==> src/rtl/hart_sched_pkg.sv <==
// Shared constants, hart state encoding and the per-hart state transition
// function for the fine-grained multithreading issue scheduler.
package hart_sched_pkg;

    localparam int HART_NUM_DEF  = 4;
    localparam int HART_ID_W_DEF = 2;
    localparam int BOOT_HART_DEF = 0;

    typedef enum logic [1:0] {
        HART_IDLE    = 2'b00,
        HART_ACTIVE  = 2'b01,
        HART_SUSPEND = 2'b10
    } hart_state_e;

    // The unused encoding 2'b11 is treated as IDLE.
    function automatic hart_state_e decode_state(input logic [1:0] raw);
        case (raw)
            2'b01:   return HART_ACTIVE;
            2'b10:   return HART_SUSPEND;
            default: return HART_IDLE;
        endcase
    endfunction

    // Priority: kill > suspend > resume > start.
    function automatic hart_state_e next_state(input hart_state_e cur,
                                               input logic        kill_hit,
                                               input logic        susp_hit,
                                               input logic        resume_hit,
                                               input logic        start_hit);
        if (kill_hit)
            return HART_IDLE;
        if (susp_hit)
            return (cur == HART_ACTIVE) ? HART_SUSPEND : cur;
        if (resume_hit)
            return (cur == HART_SUSPEND) ? HART_ACTIVE : cur;
        if (start_hit)
            return (cur == HART_IDLE) ? HART_ACTIVE : cur;
        return cur;
    endfunction

endpackage

==> src/rtl/hart_sched_rr_arb.sv <==
// Combinational rotate-priority arbiter: grants the first requester strictly
// after last_i (cyclically); last_i itself wins only if it is the sole requester.
module hart_rr_arb #(
    parameter int N = 4,
    parameter int W = 2
) (
    input  logic [N-1:0] req_i,
    input  logic [W-1:0] last_i,
    output logic [W-1:0] gnt_id_o,
    output logic         gnt_vld_o
);

    logic [W-1:0] idx;

    // Walk from the farthest offset down so the nearest requester overwrites.
    always_comb begin
        idx       = '0;
        gnt_id_o  = last_i;
        gnt_vld_o = |req_i;
        for (int k = N; k >= 1; k--) begin
            idx = last_i + W'(k);
            if (req_i[idx])
                gnt_id_o = idx;
        end
    end

endmodule

==> src/rtl/hart_sched.sv <==
// Issue scheduler ahead of IF/ID: tracks per-hart IDLE/ACTIVE/SUSPEND state
// and rotates fetch round-robin over the harts that will be ACTIVE next cycle.
module hart_sched
    import hart_sched_pkg::*;
#(
    parameter int HART_NUM  = HART_NUM_DEF,
    parameter int HART_ID_W = HART_ID_W_DEF,
    parameter int BOOT_HART = BOOT_HART_DEF
) (
    input  logic                 clk,
    input  logic                 reset,
    input  logic                 stall,
    input  logic                 start_req,
    input  logic [HART_ID_W-1:0] start_id,
    input  logic                 kill_req,
    input  logic [HART_ID_W-1:0] kill_id,
    input  logic                 susp_req,
    input  logic [HART_ID_W-1:0] susp_id,
    input  logic                 resume_req,
    input  logic [HART_ID_W-1:0] resume_id,
    output logic [HART_ID_W-1:0] hart_id,
    output logic [HART_NUM-1:0]  hart_st,
    output logic                 issue_en,
    output logic                 all_idle
);

    logic [HART_NUM-1:0]  active_d;
    logic [HART_NUM-1:0]  idle_d;
    logic [HART_ID_W-1:0] sel;
    logic                 sel_vld;

    logic [HART_ID_W-1:0] hart_id_q,  hart_id_d;
    logic [HART_ID_W-1:0] rr_last_q,  rr_last_d;
    logic                 issue_en_q, issue_en_d;
    logic [HART_NUM-1:0]  hart_st_q;
    logic                 all_idle_q;

    genvar gi;
    generate
        for (gi = 0; gi < HART_NUM; gi++) begin : g_hart
            logic [1:0]  state_q;
            hart_state_e state_d;

            always_comb begin
                state_d = next_state(decode_state(state_q),
                                     kill_req   && (kill_id   == HART_ID_W'(gi)),
                                     susp_req   && (susp_id   == HART_ID_W'(gi)),
                                     resume_req && (resume_id == HART_ID_W'(gi)),
                                     start_req  && (start_id  == HART_ID_W'(gi)));
            end

            assign active_d[gi] = (state_d == HART_ACTIVE);
            assign idle_d[gi]   = (state_d == HART_IDLE);

            // State advances every edge; stall only freezes issue selection.
            always_ff @(posedge clk or negedge reset) begin
                if (!reset)
                    state_q <= (gi == BOOT_HART) ? HART_ACTIVE : HART_IDLE;
                else
                    state_q <= state_d;
            end
        end
    endgenerate

    hart_rr_arb #(
        .N (HART_NUM),
        .W (HART_ID_W)
    ) u_arb (
        .req_i     (active_d),
        .last_i    (rr_last_q),
        .gnt_id_o  (sel),
        .gnt_vld_o (sel_vld)
    );

    always_comb begin
        hart_id_d  = hart_id_q;
        rr_last_d  = rr_last_q;
        issue_en_d = 1'b0;
        if (!stall) begin
            if (sel_vld) begin
                hart_id_d  = sel;
                rr_last_d  = sel;
                issue_en_d = 1'b1;
            end
        end else begin
            // A frozen hart killed or suspended during the stall stops issuing.
            issue_en_d = active_d[hart_id_q];
        end
    end

    always_ff @(posedge clk or negedge reset) begin
        if (!reset) begin
            hart_id_q  <= HART_ID_W'(BOOT_HART);
            rr_last_q  <= HART_ID_W'(HART_NUM - 1);
            issue_en_q <= 1'b1;
            hart_st_q  <= HART_NUM'(1) << BOOT_HART;
            all_idle_q <= 1'b0;
        end else begin
            hart_id_q  <= hart_id_d;
            rr_last_q  <= rr_last_d;
            issue_en_q <= issue_en_d;
            hart_st_q  <= active_d;
            all_idle_q <= &idle_d;
        end
    end

    assign hart_id  = hart_id_q;
    assign hart_st  = hart_st_q;
    assign issue_en = issue_en_q;
    assign all_idle = all_idle_q;

endmodule

==> config.mk <==
export PLATFORM = sky130hd
export DESIGN_NAME = hart_sched
export DESIGN_NICKNAME = d
export VERILOG_FILES = /design/src/rtl/hart_sched_pkg.sv /design/src/rtl/hart_sched_rr_arb.sv /design/src/rtl/hart_sched.sv
export SDC_FILE = /design/constraint.sdc
export NUM_CORES = 1
export LEC_CHECK = 0
export BUFFER_PORTS_ARGS = -buffer_cell sky130_fd_sc_hd__buf_2
export CAP_MARGIN = 20
export CORE_AREA = 4 4 53 55
export CTS_CLUSTER_SIZE = 25
export DETAILED_ROUTE_END_ITERATION = 6
export DIE_AREA = 0 0 57 59
export PLACE_DENSITY = 0.9
export SLEW_MARGIN = 20
export SYNTH_ARGS = -nofsm -noshare
export SYNTH_HDL_FRONTEND = slang
export SYNTH_SLANG_ARGS = --single-unit
==> constraint.sdc <==
create_clock -name clk -period 5.8 [get_ports clk]
set_input_delay 1.16 -clock clk [delete_from_list [all_inputs] [get_ports clk]]
set_output_delay 1.16 -clock clk [all_outputs]
set_load 0.02 [all_outputs]
After elaboration in Yosys (flattened, before gate mapping):

Cells that the tools add are included.

* flip-flop bits (word level): 18
* bits in latches: 0
* RAM bits: 0
* ROM bits: 0
* input port bits: 15
* memories: 0

* $add $sub $neg: 3
* multipliers: 0
* divide/modulo/power cells: 0
* $lt $le $gt $ge: 4
* equality and inequality tests: 32
* shift-type cells: 0
* mux-type cells: 101
* bitwise gates (word level): 1
* reductions and logical operators: 31

Operators with widths (count)
* $mux W2: 47
* $mux W1: 46
* $eq A2 B1 Y1 const B: 16
* $eq A2 B2 Y1 const B: 16
* $logic_not A2 Y1: 12
* $logic_and A1 B1 Y1: 16
* $pmux W2 S2: 4
* $lt A2 B3 Y1 const B: 4
* $bmux W1 S2: 4
* $add A2 B2 Y2 const B: 2
* $reduce_and A4 Y1: 1
* $reduce_or A4 Y1: 1
* $add A2 B1 Y2 const B: 1
* $reduce_and A2 Y1: 1
* $not A1 Y1: 1

Depth between registers and ports, before layout:

Gate-level depths: netlist of run 1.

* depth after elaboration: 19
* mapped depth: 10
* gate-level depth less buffers: 10

Cells and area by module:

Synthesis of run 1 repeated with hierarchy kept, for this count alone.

* cell total of the unflattened synthesis: 133
* area, all modules: 1275.0 µm²

By module, submodules not included
* hart_sched: instances 1, cells each 121, area each 1188.6 µm²
* hart_rr_arb: instances 1, cells each 12, area each 86.3 µm²

Least setup slack after synthesis of run 1:

No wires, ideal clock.

* path type: input -> register
* start: input start_id[1]
* end: register rr_last_q[0]
* data arrival time: 2859 ps
* slack: 2857 ps
* stages on the path: 7
* path buffers: 0
* path through: or3b_1 > a211o_1 > a32oi_2 > nor3_2 > o41a_4 > o211a_1 > o32a_1

* longest elaborated chain between the ends: 16
* elaborated cells between the ends (all ways): 59

RTL lines
* start, declared: line hart_sched.sv:14 `input logic [HART_ID_W-1:0] start_id,`
* $logic_not A2 Y1 (*): line hart_sched.sv:49 `start_req && (start_id == HART_ID_W'(gi)));`
* $logic_and A1 B1 Y1 (*): line hart_sched.sv:49
* $mux W1 (2 in series): line hart_sched_pkg.sv:36 `if (start_hit)`
* $mux W1: line hart_sched_pkg.sv:34 `if (resume_hit)`
* $mux W1: line hart_sched_pkg.sv:32 `if (susp_hit)`
* $mux W2 (*): line hart_sched_pkg.sv:38 `return cur;`
* $mux W2 (*): line hart_sched_pkg.sv:36
* $mux W2 (*): line hart_sched_pkg.sv:34
* $mux W2 (*): line hart_sched_pkg.sv:32
* $eq A2 B1 Y1 (*): line hart_sched.sv:52 `assign active_d[gi] = (state_d == HART_ACTIVE);`
* named net active_d[0]: line hart_sched.sv:27 `logic [HART_NUM-1:0] active_d;`
* $bmux W1 S2: line hart_sched_rr_arb.sv:22 `if (req_i[idx])`
* $mux W1 (not written as such): line hart_sched_rr_arb.sv:22
* $mux W2 (3 in series): line hart_sched_rr_arb.sv:22
* end signal, assigned: line hart_sched.sv:94 `rr_last_q <= HART_ID_W'(HART_NUM - 1);`
* end signal, assigned: line hart_sched.sv:100 `rr_last_q <= rr_last_d;`
* end, declared: line hart_sched.sv:33 `logic [HART_ID_W-1:0] rr_last_q, rr_last_d;`

The timed path passes the listed nets; every way through them passes the cells marked *. The select of a mux whose other input is x is not followed.
A chain may end at the register's enable or synchronous reset.

Worst setup path in the final report of run 1:

Same ends and word-level chain as after synthesis.

==> results of run 1 <==
==> path summary, 6_finish.rpt <==
kind | end | slack, ns | depth (start not counted)
setup / recovery | rr_last_q[0]$_DFFE_PN1P_ | 2.88 | 8
hold / removal | rr_last_q[1]$_DFFE_PN1P_ | 0.54 | 2
setup reg to reg | rr_last_q[0]$_DFFE_PN1P_ | 3.30 | 9
hold reg to reg | rr_last_q[1]$_DFFE_PN1P_ | 0.54 | 2
max in group asynchronous | hart_st[0]$_DFF_PN1_ | 4.71 | 1
min in group asynchronous | hart_st[3]$_DFF_PN0_ | 0.77 | 1
==> area by class of cell <==
| type | count | area (sq um) | area share [%] |
|---|---|---|---|
| clock buffer | 4 | 36.3 | 2.41 |
| inverter | 15 | 56.3 | 3.74 |
| multi-input combinational | 100 | 808 | 53.7 |
| sequential | 18 | 457 | 30.3 |
| tap | 30 | 37.5 | 2.49 |
| timing repair buffer | 22 | 110 | 7.32 |
==> kinds of logic (layout without fill, tap and decap cells) <==
| family | count (synthesis) | after routing | synth area share [%] |
|---|---|---|---|
| adders and majority gates | 12 | 12 | 11.3 |
| DFF | 18 | 18 | 34.4 |
| and+or+nand+nor | 49 | 49 | 24.6 |
| muxes | 5 | 5 | 5.00 |
| buffers and inverters | 16 | 41 | 4.62 |
| AOI/OAI and AO/OA | 34 | 34 | 20.0 |
==> worst max-delay path, stage by stage <==
cell and delay [ns]:
sky130_fd_sc_hd__buf_2 0.13, sky130_fd_sc_hd__or3b_1 0.39, sky130_fd_sc_hd__a211o_1 0.32, sky130_fd_sc_hd__a32oi_2 0.24
sky130_fd_sc_hd__nor3_2 0.14, sky130_fd_sc_hd__o41a_4 0.49, sky130_fd_sc_hd__o211a_1 0.13, sky130_fd_sc_hd__o32a_1 0.16
==> power groups by stage <==
stage          Sequential (mW)  Combinational, mW  Clock (mW)
5_1_grt                  0.196              0.249      0.0866
2_1_floorplan            0.212              0.140           0
6_report                 0.191              0.229      0.0784
3_5_place_dp             0.193              0.226           0
3_3_place_gp             0.191              0.215           0
4_1_cts                  0.191              0.228      0.0791
==> state kept, by name (all words and copies together) (netlist names) <==
signal          count
g_hart.state_q      8
hart_st             4
hart_id             2
rr_last_q           2
all_idle            1
issue_en            1
==> synth_stat cells (4+ instances only) <==
cell	count	area share, %
sky130_fd_sc_hd__dfstp_2	5	9.9
sky130_fd_sc_hd__nand4b_1	4	2.6
sky130_fd_sc_hd__ha_1	12	11
sky130_fd_sc_hd__inv_1	13	3.7
sky130_fd_sc_hd__o211ai_1	5	2.8
sky130_fd_sc_hd__o21ai_0	4	1.5
sky130_fd_sc_hd__mux2i_1	4	3.0
sky130_fd_sc_hd__a31oi_1	4	1.9
sky130_fd_sc_hd__nand2_1	5	1.4
sky130_fd_sc_hd__nand3_1	4	1.5
sky130_fd_sc_hd__dfrtp_1	13	25
sky130_fd_sc_hd__nor2_1	10	2.8
sky130_fd_sc_hd__a21oi_1	8	3.0
==> layer usage <==
| metal | vias to the layer above | routed length [um] |
|---|---|---|
| met3 | 11 | 143 |
| met1 | 564 | 1210 |
| li1 | 551 | - |
| met4 | 0 | 121 |
| met5 | - | 0 |
| met2 | 37 | 1650 |
==> metrics by stage <==
step | power [mW] | hold slack (ns) | instances | utilization (%)
finish | 0.498 | 0.537 | 189 | 63.1
global route | 0.532 | 0.552 | 189 | 63.1
CTS | 0.498 | 0.537 | 189 | 63.1
detailed placement | 0.419 | 0.522 | 185 | 61.5
global placement | 0.406 | 0.507 | 185 | 61.5
floorplan | 0.352 | 0.489 | 134 | -
==> results.md, run 1 <==
- Number of nets with antenna violations after detailed routing: 0
- Met1 global-route usage: 22.4%
- Worst min-delay path category: register to register
- Total global-route track usage: 20.0%
- Arrival time of data at the critical path endpoint: between 3 and 4 ns
- Number of fill cells in the layout: a little over 200
- Core area: around 2400 sq um
- Maximum clock rate: 0.342 GHz
- Vias/cell: roughly 6.2
- Critical setup path kind: primary input to register
- Final HPWL from detailed placement: ~2500 um
- First-pass detailed-route iteration total: 4
- Setup slack at placement: about 2.6 ns
- P per Cell Area: between 300 and 400 nW/um^2
- Layer carrying the most global-route usage: met2
- Layout overhead on the synthesized area: 13.5%
- Site row count: 18
- Height of the chip: roughly 59 um
- Leak: 0.703 nW
- DRC violations left: 0
- Flip-flop and latch count after synthesis: 18
- Critical Path Fanout Max: 8
- Total number of nets in the final design: between 150 and 200
- WL final: 3120 um
- Diode count: 0
- Routed wire length per instance: roughly 16 um
- Setup repair after global routing missed its margin: no
- Async SR Flop Fraction: between 90% and 100%
- CTS H-tree lvls: 1
- Clock buffer count from CTS: 3
- Die extent in x: roughly 57 um
- Final Hold Viols: 0
- Synthesized area divided by synthesized cell count: 9.90 sq um
- Met2 Resource Use GR: 36.5%
- Fraction of layout instances using a drive strength above 1: about a quarter
- Max Slew Vio Count: 0
- Max rail drop VDD: around 0.31 mV
- Total Negative Setup Slacks: 0 ns
- Final count of negative-setup-slack endpoints: 0
- Origin of the worst setup path: start_id[1]
- Most frequent cells in the layout: 22 x sky130_fd_sc_hd__buf_2, 13 x sky130_fd_sc_hd__inv_1, 13 x sky130_fd_sc_hd__dfrtp_1
- Count of flip-flops with a built-in enable after synthesis: 0
- Initial cell density of the core: about 56%
- Register clock-pin slew on the reported worst setup and hold paths: about 0.1 ns
- Most common cell after layout, fill and taps aside: sky130_fd_sc_hd__buf_2
- Vias in the first global route: ~1200
- Reg-to-Reg Start: g_hart[0].state_q[0]$_DFF_PN1_
- Source-to-sink clock delay at the later pin of the worst-skew pair: around 0.30 ns
- Worst EP required: just over 6 ns
- Initial antenna violation count: 0
- Met3 demand-to-capacity share in global routing: around 2.2%
- Number of cells upsized or downsized after cts: 0
- Clock tree skew after final layout: between 0.001 and 0.0015 ns
- Post-CTS repair timing setup buffer count: 0
- Slew headroom: approximately 67%
- P_sw: between 0.15 and 0.2 mW
- Reg power frac: between 30% and 40%
- Routability-driven placement congestion ratio: between 0.8 and 0.9
- Root buffer selected by CTS: sky130_fd_sc_hd__clkbuf_4
- Post-synthesis cell area: between 1000 and 1500 sq um
- Detailed-route via count: approximately 1200
- Sw Ratio: just under 40%
- Share of the cycle needed by the critical path after routing: 50.4%
- Post-synthesis sequential area ratio: around 34%
- Yosys cell types: between 40 and 50
- Pin count of the biggest net entering global routing: 19
- Final Worst Setup Slack: about 2.9 ns
- Fraction of power consumed by the clock network: between 15 and 20%
- Pin slew with the least headroom to its limit: just under 0.5 ns
- Syn Inst Count: 134
- Primary FF master, synth: sky130_fd_sc_hd__dfrtp_1
- Number of clock sinks: 18
- Synth Warn #: 0
- Buffers on Ports: 22
- Critical path endpoint category: register
- # IOs: 23
- TritonCTS clock tree: built
- Min cycle time layout: slightly below 3 ns
- Critical Path Source Type: primary input
- Overall die area: approximately 3400 sq um
- Internal power: between 0.3 and 0.4 mW
- Final design instance area without fill: 1510 sq um
- 1st-iter DRT viols: 107
- Hold buffers post-CTS: 0
- Number of max-cap violations: 0
- Number of buffers on the longest clock path: 2
- Wire length of the first global-routing pass: roughly 5200 um
- Combinational share of power: approximately 46%
- Net count of the mapped netlist: approximately 160
- Placed standard-cell area: between 1000 and 1500 sq um
- Run status: finished clean
- Source of the worst hold timing path: rr_last_q[1]$_DFFE_PN1P_
- Total congestion overflow after global routing: 0
No activity file was read; power rests on OpenSTA's default activity.
==> run 2: changes to the inputs <==
Settings changed: CORE_AREA 4 4 53 55 to 4 4 55 57, DIE_AREA 0 0 57 59 to 0 0 59 61, PLACE_DENSITY 0.9 to 0.85.
Clock period 5.8 ns to 3 ns, I/O delays scaled along.
==> run 2 against run 1 <==
  * Setup slack lost 2.5 ns
  * Critical endpoint unchanged
  * Flip-flop and latch count is the same
  * Critical path depth grew 1
  * Via count shrank 4.3%
  * Sequential power grew 92%
  * Clock skew grew 0.0011 ns
  * Register-to-register slack lost 2.9 ns
  * Combinational power grew 86%
  * Cell area is the same
==> results.md, run 2 (synthesis results as in run 1) <==
- Number of clock sinks: 18
- Internal power: ~0.58 mW
- Routability-driven placement congestion ratio: about 0.88
- Final core utilization: 60.8%
- Total global-route track usage: roughly 18%
- First-pass detailed-route iteration total: 4
- Number of buffers on the longest clock path: 2
- Maximum clock rate: 0.389 GHz
- P_sw: approximately 0.36 mW
- Cell chain of the critical path: inv_1 > ha_1 > nor4b_1 > a211o_1 > a32oi_2 > nor3_2 > o41a_4 > clkinv_1 > o32a_1
- CTS H-tree lvls: 1
- Reg power frac: slightly below 40%
- Combinational share of power: between 40% and 50%
- Detailed-route via count: about 1100
- Critical setup path kind: register to register
- Max Slew Vio Count: 0
- Worst EP required: roughly 3.2 ns
- Area taken by multi-input logic gates: approximately 800 sq um
- Overall die area: around 3600 sq um
- Height of the chip: ~61 um
- Buffers on Ports: 22
- P per Cell Area: about 630 nW/um^2
- Vias in the first global route: about 1100
- DRC violations left: 0
- Fraction of power consumed by the clock network: between 10% and 20%
- Total number of nets in the final design: approximately 190
- Critical path endpoint category: register
- Slew headroom: around two thirds
- Routed wire length per instance: 14.7 um
- Leak: around 0.70 nW
- Most frequent cells in the layout: 22 x sky130_fd_sc_hd__buf_2, 13 x sky130_fd_sc_hd__inv_1, 13 x sky130_fd_sc_hd__dfrtp_1
- Pin count of the biggest net entering global routing: 19
- Number of max-cap violations: 0
- Wire length of the first global-routing pass: about 4800 um
- Total congestion overflow after global routing: 0
- Most common cell after layout, fill and taps aside: sky130_fd_sc_hd__buf_2
- Slowest cell on the critical path: sky130_fd_sc_hd__dfstp_2
- Root buffer selected by CTS: sky130_fd_sc_hd__clkbuf_4
- Source-to-sink clock delay at the later pin of the worst-skew pair: 0.29 ns
- Final count of negative-setup-slack endpoints: 0
- Max rail drop VDD: 0.491 mV
- Clock buffer count from CTS: 3
- Clock tree skew after final layout: approximately 0.0022 ns
- Fraction of layout instances using a drive strength above 1: around a quarter
- Critical Path Fanout Max: 8
- Site row count: 18
- Min cycle time layout: around 2.6 ns
- Pin slew with the least headroom to its limit: ~0.5 ns
- Number of cells upsized or downsized after cts: 0
- Number of fill cells in the layout: about 230
- Hold buffers post-CTS: 0
- WL final: approximately 2800 um
- Initial antenna violation count: 0
- Die extent in x: 59 um
- Flip-flop count of the largest register, all copies and words added: 8
- # IOs: 23
- Sw Ratio: about two fifths
- 1st-iter DRT viols: 37
- Arrival time of data at the critical path endpoint: between 2 and 3 ns
- Total Negative Setup Slacks: 0 ns
- Register clock-pin slew on the reported worst setup and hold paths: 0.10 ns
- Critical Path Source Type: register
- Post-CTS repair timing setup buffer count: 0
- Setup repair after global routing missed its margin: no
- Register ranked first by flip-flop count: g_hart.state_q
- Critical path's largest stage delay: 0.54 ns
- Final Hold Viols: 0
- Final HPWL from detailed placement: ~2200 um
- Core area: approximately 2500 sq um
- TritonCTS clock tree: built
- Flip-flop and latch area: about 460 sq um
- Layout overhead on the synthesized area: 13.5%
- Initial cell density of the core: between 50% and 60%
- Run status: finished clean
- Share of the cycle needed by the critical path after routing: 85.7%
- Vias/cell: just under 6
- Worst min-delay path category: primary input to async pin
- Number of nets with antenna violations after detailed routing: 0
- Diode count: 0
run 2: cell counts in the layout (fill, tap and decap cells not counted):
Identical to the previous run, type by type.
run 2: metal layers:
| layer | global-route usage [%] | share of wire, % |
|---|---|---|
| met1 | 22.3 | 44 |
| met5 | 0 | 0 |
| met2 | 30.6 | 50 |
| met4 | 4.85 | 1.0 |
| met3 | 4.47 | 4.9 |
run 2: worst paths after layout:
| kind | startpoint | to | slack (ns) | depth (start not counted) |
|---|---|---|---|---|
| max | g_hart[0].state_q[0]$_DFF_PN1_ | rr_last_q[0]$_DFFE_PN1P_ | 0.43 | 9 |
| min | reset | g_hart[2].state_q[1]$_DFF_PN0_ | 0.21 | 1 |
| max reg2reg | g_hart[0].state_q[0]$_DFF_PN1_ | rr_last_q[0]$_DFFE_PN1P_ | 0.43 | 9 |
| min reg2reg | rr_last_q[1]$_DFFE_PN1P_ | rr_last_q[1]$_DFFE_PN1P_ | 0.52 | 2 |
| max in group asynchronous | reset | hart_st[0]$_DFF_PN1_ | 2.48 | 1 |
| min in group clk | stall | issue_en$_DFF_PN1_ | 0.50 | 3 |
run 2: power groups by stage:
stage	Clock, mW	Sequential (mW)	Combinational, mW
after CTS	0.153	0.368	0.430
after global routing	0.168	0.376	0.478
after global placement	0	0.369	0.413
final	0.149	0.367	0.427
after detailed placement	0	0.373	0.428
after floorplan	0	0.410	0.270
run 2: area by class of cell:
| type | instances | share of cell area (%) |
|---|---|---|
| Multi-Input combinational cell | 100 | 53.7 |
| Sequential cell | 18 | 30.3 |
| Inverter | 15 | 3.74 |
| Clock buffer | 4 | 2.41 |
| Tap cell | 30 | 2.49 |
| Timing Repair Buffer | 22 | 7.32 |
run 2: stage by stage:
| step | hold slack (ns) | instances | instance area [sq um] | power [mW] | setup WS (ns) |
|---|---|---|---|---|---|
| after floorplan | 0.304 | 134 | 1330 | 0.681 | 0.617 |
| after global placement | 0.505 | 185 | 1470 | 0.782 | 0.427 |
| after detailed placement | 0.508 | 185 | 1470 | 0.801 | 0.375 |
| after CTS | 0.217 | 189 | 1510 | 0.951 | 0.462 |
| after global routing | 0.217 | 189 | 1510 | 1.02 | 0.275 |
| final | 0.210 | 189 | 1510 | 0.943 | 0.428 |
run 2: worst max-delay path, delay by kind of cell (launching register included):
kind / cells / cell delay (ns)
AO/OA/AOI/OAI: 4 / 0.85
adder cells (fa/ha/maj): 1 / 0.20
buffers and inverters: 2 / 0.15
flip-flops: 1 / 0.54
AND/OR/NAND/NOR: 2 / 0.76
==> run 3: changes to the inputs <==
Settings changed: CORE_AREA 4 4 55 57 to 4 4 53 55, CTS_BUF_LIST set to sky130_fd_sc_hd__clkbuf_8, DIE_AREA 0 0 59 61 to 0 0 57 59, PLACE_DENSITY 0.85 to 0.9.
==> run 3 against run 2 <==
  * Maximum frequency grew 4.0%
  * Largest cell class unchanged
  * Die area shrank 6.6%
  * Final cell count is the same
  * Wire length grew 12%
  * Setup slack gained 0.099 ns
  * Combinational power grew 4%
==> results.md, run 3 (synthesis results as in run 1) <==
- Register clock-pin slew on the reported worst setup and hold paths: about 0.060 ns
- Max Slew Vio Count: 0
- P per Cell Area: ~660 nW/um^2
- WL final: slightly above 3000 um
- Reg2Reg Capture Point: rr_last_q[0]$_DFFE_PN1P_
- Total number of nets in the final design: ~190
- Most frequent cells in the layout: 22 x sky130_fd_sc_hd__buf_2, 13 x sky130_fd_sc_hd__inv_1, 13 x sky130_fd_sc_hd__dfrtp_1
- Worst min-delay path category: primary input to async pin
- Count of buffering cells on the critical path with inverters included: 2
- Slowest cell on the critical path: sky130_fd_sc_hd__dfstp_2
- Initial cell density of the core: 55.6%
- Flip-flop count of the largest register, all copies and words added: 8
- Final Hold Viols: 0
- Clock tree skew after final layout: ~0.0014 ns
- Most common cell after layout, fill and taps aside: sky130_fd_sc_hd__buf_2
- Number of buffers on the longest clock path: 2
- Height of the chip: 59 um
- Wire length of the first global-routing pass: approximately 5100 um
- Vias/cell: around 6.2
- DRC violations left: 0
- Cell chain of the critical path: inv_1 > ha_1 > nor4b_1 > a211o_1 > a32oi_2 > nor3_2 > o41a_4 > clkinv_1 > o32a_1
- Slew headroom: between 60 and 70%
- Initial antenna violation count: 0
- Critical setup path kind: register to register
- Fraction of layout instances using a drive strength above 1: a little over a quarter
- Final core utilization: about 64%
- Reg2reg setup slack: around 0.53 ns
- Critical path endpoint category: register
- Share of the cycle needed by the critical path after routing: between 80 and 90%
- Dpl cells: 185
- Diode count: 0
- Critical Path Source Type: register
- Number of nets with antenna violations after detailed routing: 0
- Max rail drop VDD: 0.576 mV
- Layout overhead on the synthesized area: 14.9%
- Final Non-Filler Cells: between 150 and 200
- Count of cell instances traversed by the critical path: 9
- Routed wire length per instance: about 16 um
- Detailed-route via count: about 1200
- Total congestion overflow after global routing: 0
- Maximum clock rate: ~0.4 GHz
- CTS H-tree lvls: 1
- Overall die area: between 3000 and 4000 sq um
- Die extent in x: about 57 um
- Pin slew with the least headroom to its limit: about 0.49 ns
- Critical path's top delay family: compound AO/OA/AOI/OAI gates
- Core area: between 2000 and 2500 sq um
- Critical Path Fanout Max: 8
- Capture point of the critical path: rr_last_q[0]$_DFFE_PN1P_
- Setup repair after global routing missed its margin: no
- Hold Slack: 0.263 ns
- 1st-iter DRT viols: between 50 and 60
- Buffers on Ports: 22
- Run status: finished clean
- Total Negative Setup Slacks: 0 ns
- Reg-to-Reg Start: g_hart[0].state_q[0]$_DFF_PN1_
- Total global-route track usage: 20.0%
- Worst EP required: about 3.2 ns
- Pin count of the biggest net entering global routing: 19
- Number of clock sinks: 18
- Min cycle time layout: approximately 2.5 ns
- # IOs: 23
- Source-to-sink clock delay at the later pin of the worst-skew pair: approximately 0.26 ns
- Hold buffers post-CTS: 0
- TritonCTS clock tree: built
- Register ranked first by flip-flop count: g_hart.state_q
- First-pass detailed-route iteration total: 4
- Critical path's largest stage delay: approximately 0.53 ns
- Logic depth of the worst register-to-register path: 9
- Post-CTS repair timing setup buffer count: 0
- Final HPWL from detailed placement: 2460 um
- Vias in the first global route: ~1200
- Root buffer selected by CTS: sky130_fd_sc_hd__clkbuf_8
- Number of max-cap violations: 0
- Clock buffer count from CTS: 3
- Leak: ~0.71 nW
- Site row count: 18
- Number of cells upsized or downsized after cts: 0
- Sum of internal, switching and leakage power: around 1.0 mW
- Arrival time of data at the critical path endpoint: 2.66 ns
- Routability-driven placement congestion ratio: about 0.89
- Final count of negative-setup-slack endpoints: 0
- Origin of the worst setup path: g_hart[0].state_q[0]$_DFF_PN1_
-- run 3: cell counts in the layout (fill, tap and decap cells not counted) --
Identical to the previous run, type by type.
-- run 3: layout make-up --
type                    instances  area, sq um
clock buffers                   4         55.1
fillers                       198          863
inverters                      15         56.3
multi-input cells             100          808
flip-flops and latches         18          457
well taps                      30         37.5
repair buffers                 22          110
-- run 3: where the power goes --
part           switching (mW)  internal (mW)
logic                   0.260          0.182
registers              0.0440          0.326
clock network          0.0815          0.117
-- run 3: through the flow --
stage | instance area (sq um) | setup slack, ns
floorplan | 1330 | 0.617
global placement | 1470 | 0.415
detailed placement | 1470 | 0.324
CTS | 1520 | 0.524
global route | 1520 | 0.377
finish | 1520 | 0.526
-- run 3: worst min-delay path by stage --
stage / startpoint / to / slack [ns]
2_1_floorplan: reset / all_idle$_DFF_PN0_ / 0.30
3_3_place_gp: rr_last_q[1]$_DFFE_PN1P_ / rr_last_q[1]$_DFFE_PN1P_ / 0.51
3_5_place_dp: rr_last_q[1]$_DFFE_PN1P_ / rr_last_q[1]$_DFFE_PN1P_ / 0.53
4_1_cts: reset / g_hart[2].state_q[1]$_DFF_PN0_ / 0.27
5_1_grt: reset / g_hart[2].state_q[0]$_DFF_PN0_ / 0.28
6_report: reset / hart_id[1]$_DFFE_PN0P_ / 0.26
-- run 3: per-layer routing --
metal / track usage, % / vias to the layer above / routed length (um)
met1: 20.7 / 570 / 1190
met4: 16.6 / 0 / 172
met2: 35.4 / 46 / 1590
met5: 0 / - / 0
li1: - / 552 / -
met3: 3.49 / 13 / 166
